<file path="config.mk">
export PLATFORM = sky130hd
export DESIGN_NAME = sram_access_arbiter
export DESIGN_NICKNAME = d
export VERILOG_FILES = /design/src/rtl/sram_access_arbiter.sv
export SDC_FILE = /design/constraint.sdc
export NUM_CORES = 1
export LEC_CHECK = 0
export BUFFER_PORTS_ARGS = -buffer_cell sky130_fd_sc_hd__buf_4
export CORE_AREA = 4 4 81 83
export DETAILED_ROUTE_END_ITERATION = 16
export DIE_AREA = 0 0 85 87
export SYNTH_ARGS = -nofsm -noshare
export SYNTH_HDL_FRONTEND = slang
export SYNTH_SLANG_ARGS = --single-unit
export TNS_END_PERCENT = 5
</file>
<file path="constraint.sdc">
create_clock -name clk -period 1.85 [get_ports clk]
set_input_delay 0.185 -clock clk [delete_from_list [all_inputs] [get_ports clk]]
set_output_delay 0.185 -clock clk [all_outputs]
set_load 0.03 [all_outputs]
</file>
<file path="src/rtl/sram_access_arbiter.sv">
// sram_access_arbiter: hands one single-port SRAM to either the host or the
// corelet. Ownership follows host_sel and is switched through a DRAIN state
// that waits for in-flight reads to complete. Read-valid is routed back only
// to the side that issued the read.
//
// Optional build macro: ARB_STATS_EN enables the saturating deny_cnt
// statistics counter. When it is undefined, deny_cnt is tied to zero.
//
// Ports:
//   clk, reset          rising-edge clock, asynchronous active-low reset
//   host_sel            requested owner (1 = host, 0 = core)
//   owner, owner_vld    registered current owner and owner-valid
//   host_*/core_*       req/we/addr/wdata in; gnt (comb), rvalid (reg) out
//   rdata               SRAM Q pass-through
//   sram_cen/wen/a/d    SRAM drive (active-low CEN/WEN), sram_q read data
//   deny_cnt            denied-request cycle counter
module sram_access_arbiter #(
  parameter int unsigned DW     = 32,
  parameter int unsigned AW     = 7,
  parameter int unsigned RD_LAT = 1   // legal range 1..4
) (
  input  logic          clk,
  input  logic          reset,
  input  logic          host_sel,
  output logic          owner,
  output logic          owner_vld,
  input  logic          host_req,
  input  logic          host_we,
  input  logic [AW-1:0] host_addr,
  input  logic [DW-1:0] host_wdata,
  output logic          host_gnt,
  output logic          host_rvalid,
  input  logic          core_req,
  input  logic          core_we,
  input  logic [AW-1:0] core_addr,
  input  logic [DW-1:0] core_wdata,
  output logic          core_gnt,
  output logic          core_rvalid,
  output logic [DW-1:0] rdata,
  output logic          sram_cen,
  output logic          sram_wen,
  output logic [AW-1:0] sram_a,
  output logic [DW-1:0] sram_d,
  input  logic [DW-1:0] sram_q,
  output logic [15:0]   deny_cnt
);

  localparam int unsigned CNT_W = 16;

  typedef enum logic [1:0] {
    IDLE     = 2'd0,
    OWN_CORE = 2'd1,
    OWN_HOST = 2'd2,
    DRAIN    = 2'd3
  } state_t;

  state_t state;
  state_t state_nxt;

  // Read tracking split per side: each bit is {valid & tag} for that side.
  logic [RD_LAT-1:0] host_pipe;
  logic [RD_LAT-1:0] core_pipe;
  logic              pipe_empty;
  logic              acc_we;
  logic              rd_issue;

  assign pipe_empty = ~|(host_pipe | core_pipe);

  // Grants: only the current owner, and only while host_sel still agrees.
  assign host_gnt = host_req & (state == OWN_HOST) &  host_sel;
  assign core_gnt = core_req & (state == OWN_CORE) & ~host_sel;

  assign acc_we   = host_gnt ? host_we : core_we;
  assign rd_issue = (host_gnt | core_gnt) & ~acc_we;

  // SRAM drive from the granted side, quiet levels otherwise.
  always_comb begin
    sram_cen = 1'b1;
    sram_wen = 1'b1;
    sram_a   = '0;
    sram_d   = '0;
    if (host_gnt) begin
      sram_cen = 1'b0;
      sram_wen = ~host_we;
      sram_a   = host_addr;
      sram_d   = host_wdata;
    end else if (core_gnt) begin
      sram_cen = 1'b0;
      sram_wen = ~core_we;
      sram_a   = core_addr;
      sram_d   = core_wdata;
    end
  end

  assign rdata = sram_q;

  // Next-state: ownership follows host_sel; DRAIN waits for an empty pipeline.
  always_comb begin
    state_nxt = state;
    case (state)
      IDLE:     state_nxt = host_sel ? OWN_HOST : OWN_CORE;
      OWN_CORE: if (host_sel)  state_nxt = DRAIN;
      OWN_HOST: if (!host_sel) state_nxt = DRAIN;
      DRAIN:    if (pipe_empty) state_nxt = host_sel ? OWN_HOST : OWN_CORE;
      default:  state_nxt = IDLE;
    endcase
  end

  // State and registered ownership outputs.
  always_ff @(posedge clk or negedge reset) begin
    if (!reset) begin
      state     <= IDLE;
      owner     <= 1'b0;
      owner_vld <= 1'b0;
    end else begin
      state     <= state_nxt;
      owner     <= (state_nxt == OWN_HOST);
      owner_vld <= (state_nxt == OWN_HOST) || (state_nxt == OWN_CORE);
    end
  end

  // Read pipeline: the last stage is the per-side rvalid.
  always_ff @(posedge clk or negedge reset) begin
    if (!reset) begin
      host_pipe <= '0;
      core_pipe <= '0;
    end else begin
      host_pipe[0] <= rd_issue &  host_gnt;
      core_pipe[0] <= rd_issue & ~host_gnt;
      for (int i = 1; i < int'(RD_LAT); i++) begin
        host_pipe[i] <= host_pipe[i-1];
        core_pipe[i] <= core_pipe[i-1];
      end
    end
  end

  assign host_rvalid = host_pipe[RD_LAT-1];
  assign core_rvalid = core_pipe[RD_LAT-1];

`ifdef ARB_STATS_EN
  // Saturating count of cycles with at least one ungranted request.
  logic             deny;
  logic [CNT_W-1:0] deny_q;

  assign deny = (host_req & ~host_gnt) | (core_req & ~core_gnt);

  always_ff @(posedge clk or negedge reset) begin
    if (!reset) begin
      deny_q <= '0;
    end else if (deny && (deny_q != {CNT_W{1'b1}})) begin
      deny_q <= deny_q + CNT_W'(1);
    end
  end

  assign deny_cnt = deny_q;
`else
  assign deny_cnt = CNT_W'(0);
`endif

endmodule

</file>
* After elaboration in Yosys (flattened, before gate mapping) *
Cells that the tools add are included.

operators by class
  equality and inequality tests = 5
  mux-type cells = 14
  bitwise operators = 14
  reductions and logical operators = 2

operators with widths
  kind                                           number
  two-way mux 32 bit                             2
  two-way mux 7 bit                              2
  two-way mux 2 bit                              4
  one-hot mux 2 bit (4 select lines)             1
  AND 1 bit                                      7
  == test 2 bit, second input constant           3
  two-way mux 1 bit                              5
  inverter 1 bit                                 5
  == test 2 x 1 -> 1 bit, second input constant  2
  zero test 2 bit                                1
  bitwise OR 1 bit                               2
  logical OR 1 bit                               1

storage, ports and cells
  register bits = 6
  input port bits = 117
  output and inout bits = 95
  logic and storage cells = 40

* Depth between registers and ports, before layout *
Gate-level depths: netlist of the first run.

  depth in word-level cells = 7
  mapped depth = 4
  depth with buffers taken out = 4

* Least setup slack after synthesis of the first run *
Ideal clock, no wire load.

  path type = register to output
  from = reg state[1]
  to = out sram_wen
  data arrival time = 1.401 ns
  required time = 1.665 ns
  setup slack = 0.264 ns
  stages on the path, launching flop included = 5
  buffers on the path = 2
  cells stage by stage = dfrtp_1 and4b_1 buf_2 buf_4 a22oi_1

on the way
  elaborated cells between the ends (all ways) = 8
  classes of those cells = 2 x eq/ne; 2 x mux; 4 x bitwise

RTL lines
  what                     RTL line  RTL
  from (decl)              57        state_t state;
  from (signal assigned)   116       state <= state_nxt;
  == test 2 bit            70        assign host_gnt = host_req & (state == OWN_HOST) & host_sel;
  AND 1 bit (2 in series)  70
  via host_gnt             31        output logic host_gnt,
  two-way mux 1 bit        82        if (host_gnt) begin
  to (decl)                41        output logic sram_wen,

The timed path passes the listed nets, and every way through them passes these cells.

* Final worst setup path of the first run *
  from = reg state[1]
  to = out sram_d[7]

on the way
  cells in the longest elaborated chain, start to end = 5
  elaborated cells between the ends (all ways) = 8
  classes of those cells = 2 x eq/ne; 2 x mux; 4 x bitwise

RTL lines
  what                     RTL line  RTL
  == test 2 x 1 -> 1 bit   71        assign core_gnt = core_req & (state == OWN_CORE) & ~host_sel;
  AND 1 bit (2 in series)  71
  two-way mux 32 bit       87        end else if (core_gnt) begin
  two-way mux 32 bit (*)   82
  to (decl)                43        output logic [DW-1:0] sram_d,

Mark *: on every way between the ends. The rest lies on a longest branch, timed or not.

==> results of run 1 <==
## power breakdown
group          internal (mW)  switching [mW]
Clock                  0.140          0.0529
Combinational          0.218           0.224
Sequential             0.143         0.00703
## per-layer routing
metal  vias up  GRT usage, %  share of wire, %
li1        571             -                 -
met1       541          10.2                34
met2       117          16.4                49
met3         2          5.39                16
met4         0          2.45              0.18
met5         -             0                 0
## state kept, by name, indices dropped and copies added, names as in the netlist
name         flops
state            2
owner_vld        1
owner            1
host_rvalid      1
core_rvalid      1
## stage by stage
step / setup TNS (ns) / setup slack [ns] / utilization (%) / instances / instance area, sq um
floorplan: 0 / 0.264 / - / 134 / 1120
global placement: 0 / 0.252 / 30.6 / 285 / 1790
detailed placement: 0 / 0.263 / 30.6 / 285 / 1790
CTS: 0 / 0.0128 / 31.4 / 289 / 1840
global route: -0.0455 / -0.00848 / 32.4 / 292 / 1900
finish: 0 / 0.0779 / 32.4 / 292 / 1900
## worst reg2reg max path, delay by kind of cell (launching register included)
| kind | cells | cell delay [ns] |
|---|---|---|
| AND/OR/NAND/NOR | 1 | 0.40 |
| AO/OA/AOI/OAI | 1 | 0.19 |
| adder cells (fa/ha/maj) | 1 | 0.26 |
| flip-flops | 1 | 0.39 |
| buffers and inverters | 1 | 0.04 |
## worst max-delay path by stage
stage | endpoint | slack [ns] | depth (start not counted)
3_5_place_dp | sram_d[8] | 0.26 | 4
3_3_place_gp | sram_d[8] | 0.25 | 4
6_report | sram_d[7] | 0.08 | 5
5_1_grt | sram_d[6] | -0.008 | 5
4_1_cts | sram_d[8] | 0.01 | 4
2_1_floorplan | sram_wen | 0.26 | 4
## logic make-up after synthesis
kind of cell / share of synthesized area [%]
adder cells (fa/ha/maj): 1.18
buffers and inverters: 43.7
AO/OA/AOI/OAI: 35.5
AND/OR/NAND/NOR: 5.08
flip-flops: 14.2
other: 0.354
## cell usage after synthesis
cell,n
a21o_1,2
a22o_1,39
a22oi_1,1
and2b_1,1
and4b_1,1
buf_2,4
buf_4,50
buf_8,4
conb_1,1
dfrtp_1,6
ha_1,1
inv_1,2
nor2_1,1
nor2b_1,1
nor3b_1,1
nor4bb_1,1
o21a_1,1
o21ai_0,1
or3b_1,1
## cells in the final DEF, fill, tap and decap left out, types with 2 or more instances in the layout
master and instances:
clkbuf_8 3, conb_1 16, buf_6 2, inv_1 2, dfrtp_1 5, a21o_1 2
a22o_1 38, buf_4 133
## final cells by class
class                           instances  area [sq um]  share of cell area [%]
Sequential cell                         6           151                    7.98
Inverter                                2          7.51                   0.396
Clock buffer                            3          41.3                    2.18
Timing Repair Buffer                  138          1080                    56.7
Tap cell                               75          93.8                    4.95
Multi-Input combinational cell         68           527                    27.8
## timing repair
item | 4_1_cts | 5_1_grt
buffers inserted | 0 | 1
setup endpoints to repair | 0 | 40
hold buffers | 1 | 0
gates resized for setup | 0 | 6
hold endpoints to repair | 6 | 0
==> flow_metrics.py, run 1 <==
metrics = {
    "status": {
        "outcome": "completed",
    },
    "logic_synthesis": {
        "synth-seq-cells": 6,
        "synth_area_leaders": "buf_4, a22o_1, dfrtp_1",
        "syn_area_sq_um": 1060,
        "synth_area_leader_cell": "buf_4",
        "synth_warnings": 0,
        "yosysTopAreaCellShare_pct": 35.4,
        "seq_area_frac_synth_pct": 14.2,
        "yosysUniqueCellTypes": 19,
        "postSynthAreaPerCell_sq_um": 8.91,
        "netlist_instances": 119,
    },
    "routing": {
        "wl_um": 4380,
        "routedWlPerCell_um": 15.0,
        "ant_nets": 0,
        "drt_iter0_drc": 28,
        "vias_per_cell": 4.22,
        "first_pass_iters": 5,
        "vias": 1231,
        "drc": 0,
    },
    "cts": {
        "clock-sinks": 6,
        "cts-root-buf": "clkbuf_8",
        "clockBufferDepth": 2,
        "clkLatencyLatePin_ns": 0.22,
        "numCtsBuffers": 3,
        "cts_tree": "done",
        "ctsHtreeMaxLevel": 1,
        "cts.reportedPaths.clkPinSlew_ns": 0.03,
    },
    "worst_setup_path": {
        "worst-path-max-fanout": 11,
        "crit_path_cell_trace": "nor4bb_4 > buf_4 > clkbuf_16 > a22o_1 > buf_4",
        "arrival_ns": 1.59,
        "r2r-start": "core_rvalid",
        "cp-start-kind": "flip-flop",
        "worstReg2RegEnd": "owner_vld",
        "criticalPathCategory": "flip-flop to primary output",
        "critPathMaxStageDelay_ns": 0.43,
        "slowest_stage": "dfrtp_2",
        "critical_path.top_delay_family": "buffers and inverters",
        "r2r_cells": 4,
        "worstPathRequired_ns": 1.66,
        "crit_buf_inv": 3,
        "cp-end-kind": "primary output",
        "crit_path_start": "state[1]",
        "critPathMostFrequentCell": "buf_4",
        "worst-r2r-setup-slack_ns": 0.47,
    },
    "layout": {
        "num-fill-cells": 631,
        "fin_nets": 337,
        "antenna_cells": 0,
        "drive_gt1_share_pct": 65.9,
        "area_delta_synth_final_pct": 79.0,
    },
    "placed_design": {
        "gp_congestion": 0.626,
        "portBuffers": 131,
        "place_hpwl_um": 3430,
    },
    "floorplanning": {
        "core_sq_um": 5850,
        "core.rowCount": 28,
        "die_h_um": 87,
        "start_util_pct": 18.1,
        "die_area_sq_um": 7400,
        "die_width_um": 85,
        "io_pins": 212,
    },
    "hold_path": {
        "hold_path_end": "host_rvalid",
        "hold_path.startpoint": "host_we",
        "min_path_type": "primary input to flip-flop",
        "min_delay_path_depth": 2,
    },
    "sta": {
        "setup_viol": 0,
        "fin_skew_ns": 0.00266,
        "fin_crit_sh_pct": 95.8,
        "slew_viol_final": 0,
        "rsz0062_at_grt": "yes",
        "holdWs_ns": 0.129,
        "min_period_ns": 1.77,
        "max_freq_ghz": 0.564,
        "hold_viol_final": 0,
    },
    "global_routing": {
        "antenna_found_initial": 0,
        "grt_max_degree": 44,
        "grt_pass1_vias": 1159,
        "grt_pass1_wl_um": 5870,
        "track_usage_pct": 9.57,
        "overflow": 0,
    },
    "pwr": {
        "p_leak_nw": 1.06,
        "p_per_area_nw_per_um2": 414,
        "power_uw": 785,
        "ir_drop_mv": 0.219,
    },
    "run": {
        "max_cap_violations": 0,
    },
}
Note: power is estimated with default switching activity, not from simulation.
==> run 2: changes to the inputs <==
--- a/config.mk
+++ b/config.mk
@@ -5,10 +5,12 @@
 export SDC_FILE = /design/constraint.sdc
 export NUM_CORES = 1
 export LEC_CHECK = 0
+export ABC_AREA = 1
 export BUFFER_PORTS_ARGS = -buffer_cell sky130_fd_sc_hd__buf_4
 export CORE_AREA = 4 4 81 83
 export DETAILED_ROUTE_END_ITERATION = 16
 export DIE_AREA = 0 0 85 87
+export PLACE_DENSITY = 0.65
 export SYNTH_ARGS = -nofsm -noshare
 export SYNTH_HDL_FRONTEND = slang
 export SYNTH_SLANG_ARGS = --single-unit
==> run 2 against run 1 <==
Against the previous run: area after synthesis up 18%; power rose by 15%; critical path depth rose by 2; global-route usage up 1.3 points; combinational power rose by 24%; register-to-register slack better by 0.08 ns; flip-flop and latch count unchanged; worst hold slack better by 0.080 ns; count of clock-buffer cells in the layout unchanged; via count is 31% higher; critical path type unchanged.
==> flow_metrics.py, run 2 <==
metrics = {
    "global_routing": {
        "grt_pass1_vias": 1544,
        "track_usage_pct": 10.9,
        "antenna_found_initial": 0,
        "gr-usage-met3_pct": 2.84,
        "grt_pass1_wl_um": 6750,
        "top_usage_layer": "met2",
        "met1_usage_pct": 11.0,
        "use_met2_pct": 21.1,
        "grt_max_degree": 42,
        "overflow": 0,
    },
    "layout": {
        "final_util_pct": 35.0,
        "area_delta_synth_final_pct": 64.0,
        "antenna_cells": 0,
        "drive_gt1_share_pct": 48.5,
        "final_cells": 384,
        "regMostFlops": "state",
        "fin_nets": 429,
        "largest_register_ffs": 2,
        "final_cell_mix": "buf_4, nand2_1, nand3_1, conb_1, nand2_2",
        "layout_commonest_cell": "buf_4",
    },
    "worst_setup_path": {
        "critPathMaxStageDelay_ns": 0.38,
        "critical_path.top_delay_family": "buffers and inverters",
        "slowest_stage": "dfrtp_1",
        "crit_path_cell_trace": "inv_1 > nand2_1 > nor2_4 > buf_6 > nand2_1 > nand2_1 > buf_4",
        "criticalPathCategory": "flip-flop to primary output",
        "worstPathRequired_ns": 1.66,
        "crit_buf_inv": 3,
        "cp-end-kind": "primary output",
        "arrival_ns": 1.45,
        "critPathMostFrequentCell": "nand2_1",
        "worst-path-max-fanout": 27,
        "cp-start-kind": "flip-flop",
    },
    "pwr": {
        "p_per_area_nw_per_um2": 440,
        "ir_drop_mv": 0.327,
        "p_leak_nw": 1.27,
        "power_uw": 900,
    },
    "logic_synthesis": {
        "yosys-top-cells-count": "nand2_1, buf_4, nand3_1, nand2_2, inv_1",
        "synth_most_common_cell": "nand2_1",
        "netlist_instances": 214,
        "synth-seq-cells": 6,
        "yosysTopAreaCellShare_pct": 28.9,
        "synth_ff_type": "dfrtp_1",
        "synthArstFlopShare_pct": 100,
        "seq_area_frac_synth_pct": 12.0,
        "synth_area_leader_cell": "buf_4",
        "synth_warnings": 0,
        "synth_edf_count": 0,
        "postSynthAreaPerCell_sq_um": 5.83,
        "synth_area_leaders": "buf_4, nand2_1, nand3_1",
        "syn_area_sq_um": 1250,
        "yosysUniqueCellTypes": 18,
    },
    "sta": {
        "fin_crit_sh_pct": 88.3,
        "setup_tns_ns": 0,
        "slew_viol_final": 0,
        "setup_viol": 0,
        "hold_viol_final": 0,
        "final.setup.worst_slack_ns": 0.216,
        "fin_skew_ns": 0.00347,
        "min_period_ns": 1.63,
        "rsz0062_at_grt": "no",
        "max_freq_ghz": 0.612,
    },
    "floorplanning": {
        "die_width_um": 85,
        "core_sq_um": 5850,
        "die_h_um": 87,
        "start_util_pct": 21.3,
        "io_pins": 212,
        "core.rowCount": 28,
        "die_area_sq_um": 7400,
    },
    "routing": {
        "ant_nets": 0,
        "vias": 1607,
        "drc": 0,
        "drt_iter0_drc": 47,
        "routedWlPerCell_um": 11.7,
        "wl_um": 4490,
        "first_pass_iters": 4,
        "vias_per_cell": 4.18,
    },
    "placed_design": {
        "pre_cts_ws_ns": 0.377,
        "numPlacedInstances": 380,
        "gp_congestion": 0.659,
        "place_hpwl_um": 3720,
        "portBuffers": 131,
    },
    "cts": {
        "cts.reportedPaths.clkPinSlew_ns": 0.04,
        "clock-sinks": 6,
        "ctsHtreeMaxLevel": 1,
        "cts-root-buf": "clkbuf_8",
        "clockBufferDepth": 2,
        "clkLatencyLatePin_ns": 0.22,
        "cts_tree": "done",
        "numCtsBuffers": 3,
    },
    "hold_path": {
        "min_path_type": "primary input to flip-flop",
    },
    "run": {
        "max_cap_violations": 0,
    },
    "status": {
        "outcome": "completed",
    },
}
==> run 2: changes by cell type after synthesis, moves of 3 or more <==
cell     delta
a22o_1     -39
buf_6       +3
buf_8       -3
inv_1       +6
nand2_1    +80
nand2_2     +9
nand3_1    +40
nor2_1      +3
==> run 2: metal layers <==
layer	part of all wire (%)	wire, um
met5	0	0
met4	1.4	64
met3	11	491
met2	55	2480
met1	32	1460
==> run 2: what timing repair did <==
action                                  CTS  global route
setup buffers                             0             0
hold endpoints to repair                  6             0
endpoints found under the setup margin    0             1
gates resized for setup                   0             1
hold buffers                              1             0
==> run 2: path summary, 6_finish.rpt <==
kind | start | endpoint | slack (ns) | depth (start not counted)
worst max-delay path | state[0] | sram_d[28] | 0.22 | 7
worst min-delay path | core_we | core_rvalid | 0.21 | 4
worst max register to register | state[1] | owner_vld | 0.55 | 5
worst min register to register | state[0] | state[0] | 0.54 | 2
max in group asynchronous | reset | owner | 1.42 | 2
min in group asynchronous | reset | state[0] | 0.32 | 2
==> run 2: power breakdown <==
group	total (mW)	internal, mW	switching (mW)
Clock	0.194	0.140	0.0547
Sequential	0.156	0.147	0.00906
Combinational	0.550	0.232	0.318
Total	0.900	0.518	0.382
==> run 2: tightest hold or removal path: stages <==
cell	delay, ns
buf_4	0.09
inv_1	0.03
nand2_1	0.05
nor2_1	0.04
==> run 2: logic make-up after synthesis <==
logic type               after synthesis  synth area share (%)
adder cells (fa/ha/maj)                1                  1.00
AO/OA/AOI/OAI                          2                 0.802
flip-flops                             6                  12.0
buffers and inverters                 68                  38.1
other                                  1                 0.301
AND/OR/NAND/NOR                      136                  47.7
==> run 2: layout make-up <==
cell class / count / area [sq um]
clock buffer: 3 / 41.3
fill: 649 / 3800
inverter: 8 / 30.0
multi-input combinational: 155 / 683
sequential: 6 / 150
tap: 75 / 93.8
timing repair buffer: 137 / 1050
==> run 2: per-stage QoR <==
step,area [sq um],hold slack [ns]
after global routing,2050,0.232
after global placement,1990,-0.00541
after CTS,2040,0.207
after floorplan,1300,-0.111
after detailed placement,1990,-0.000447
final,2050,0.209
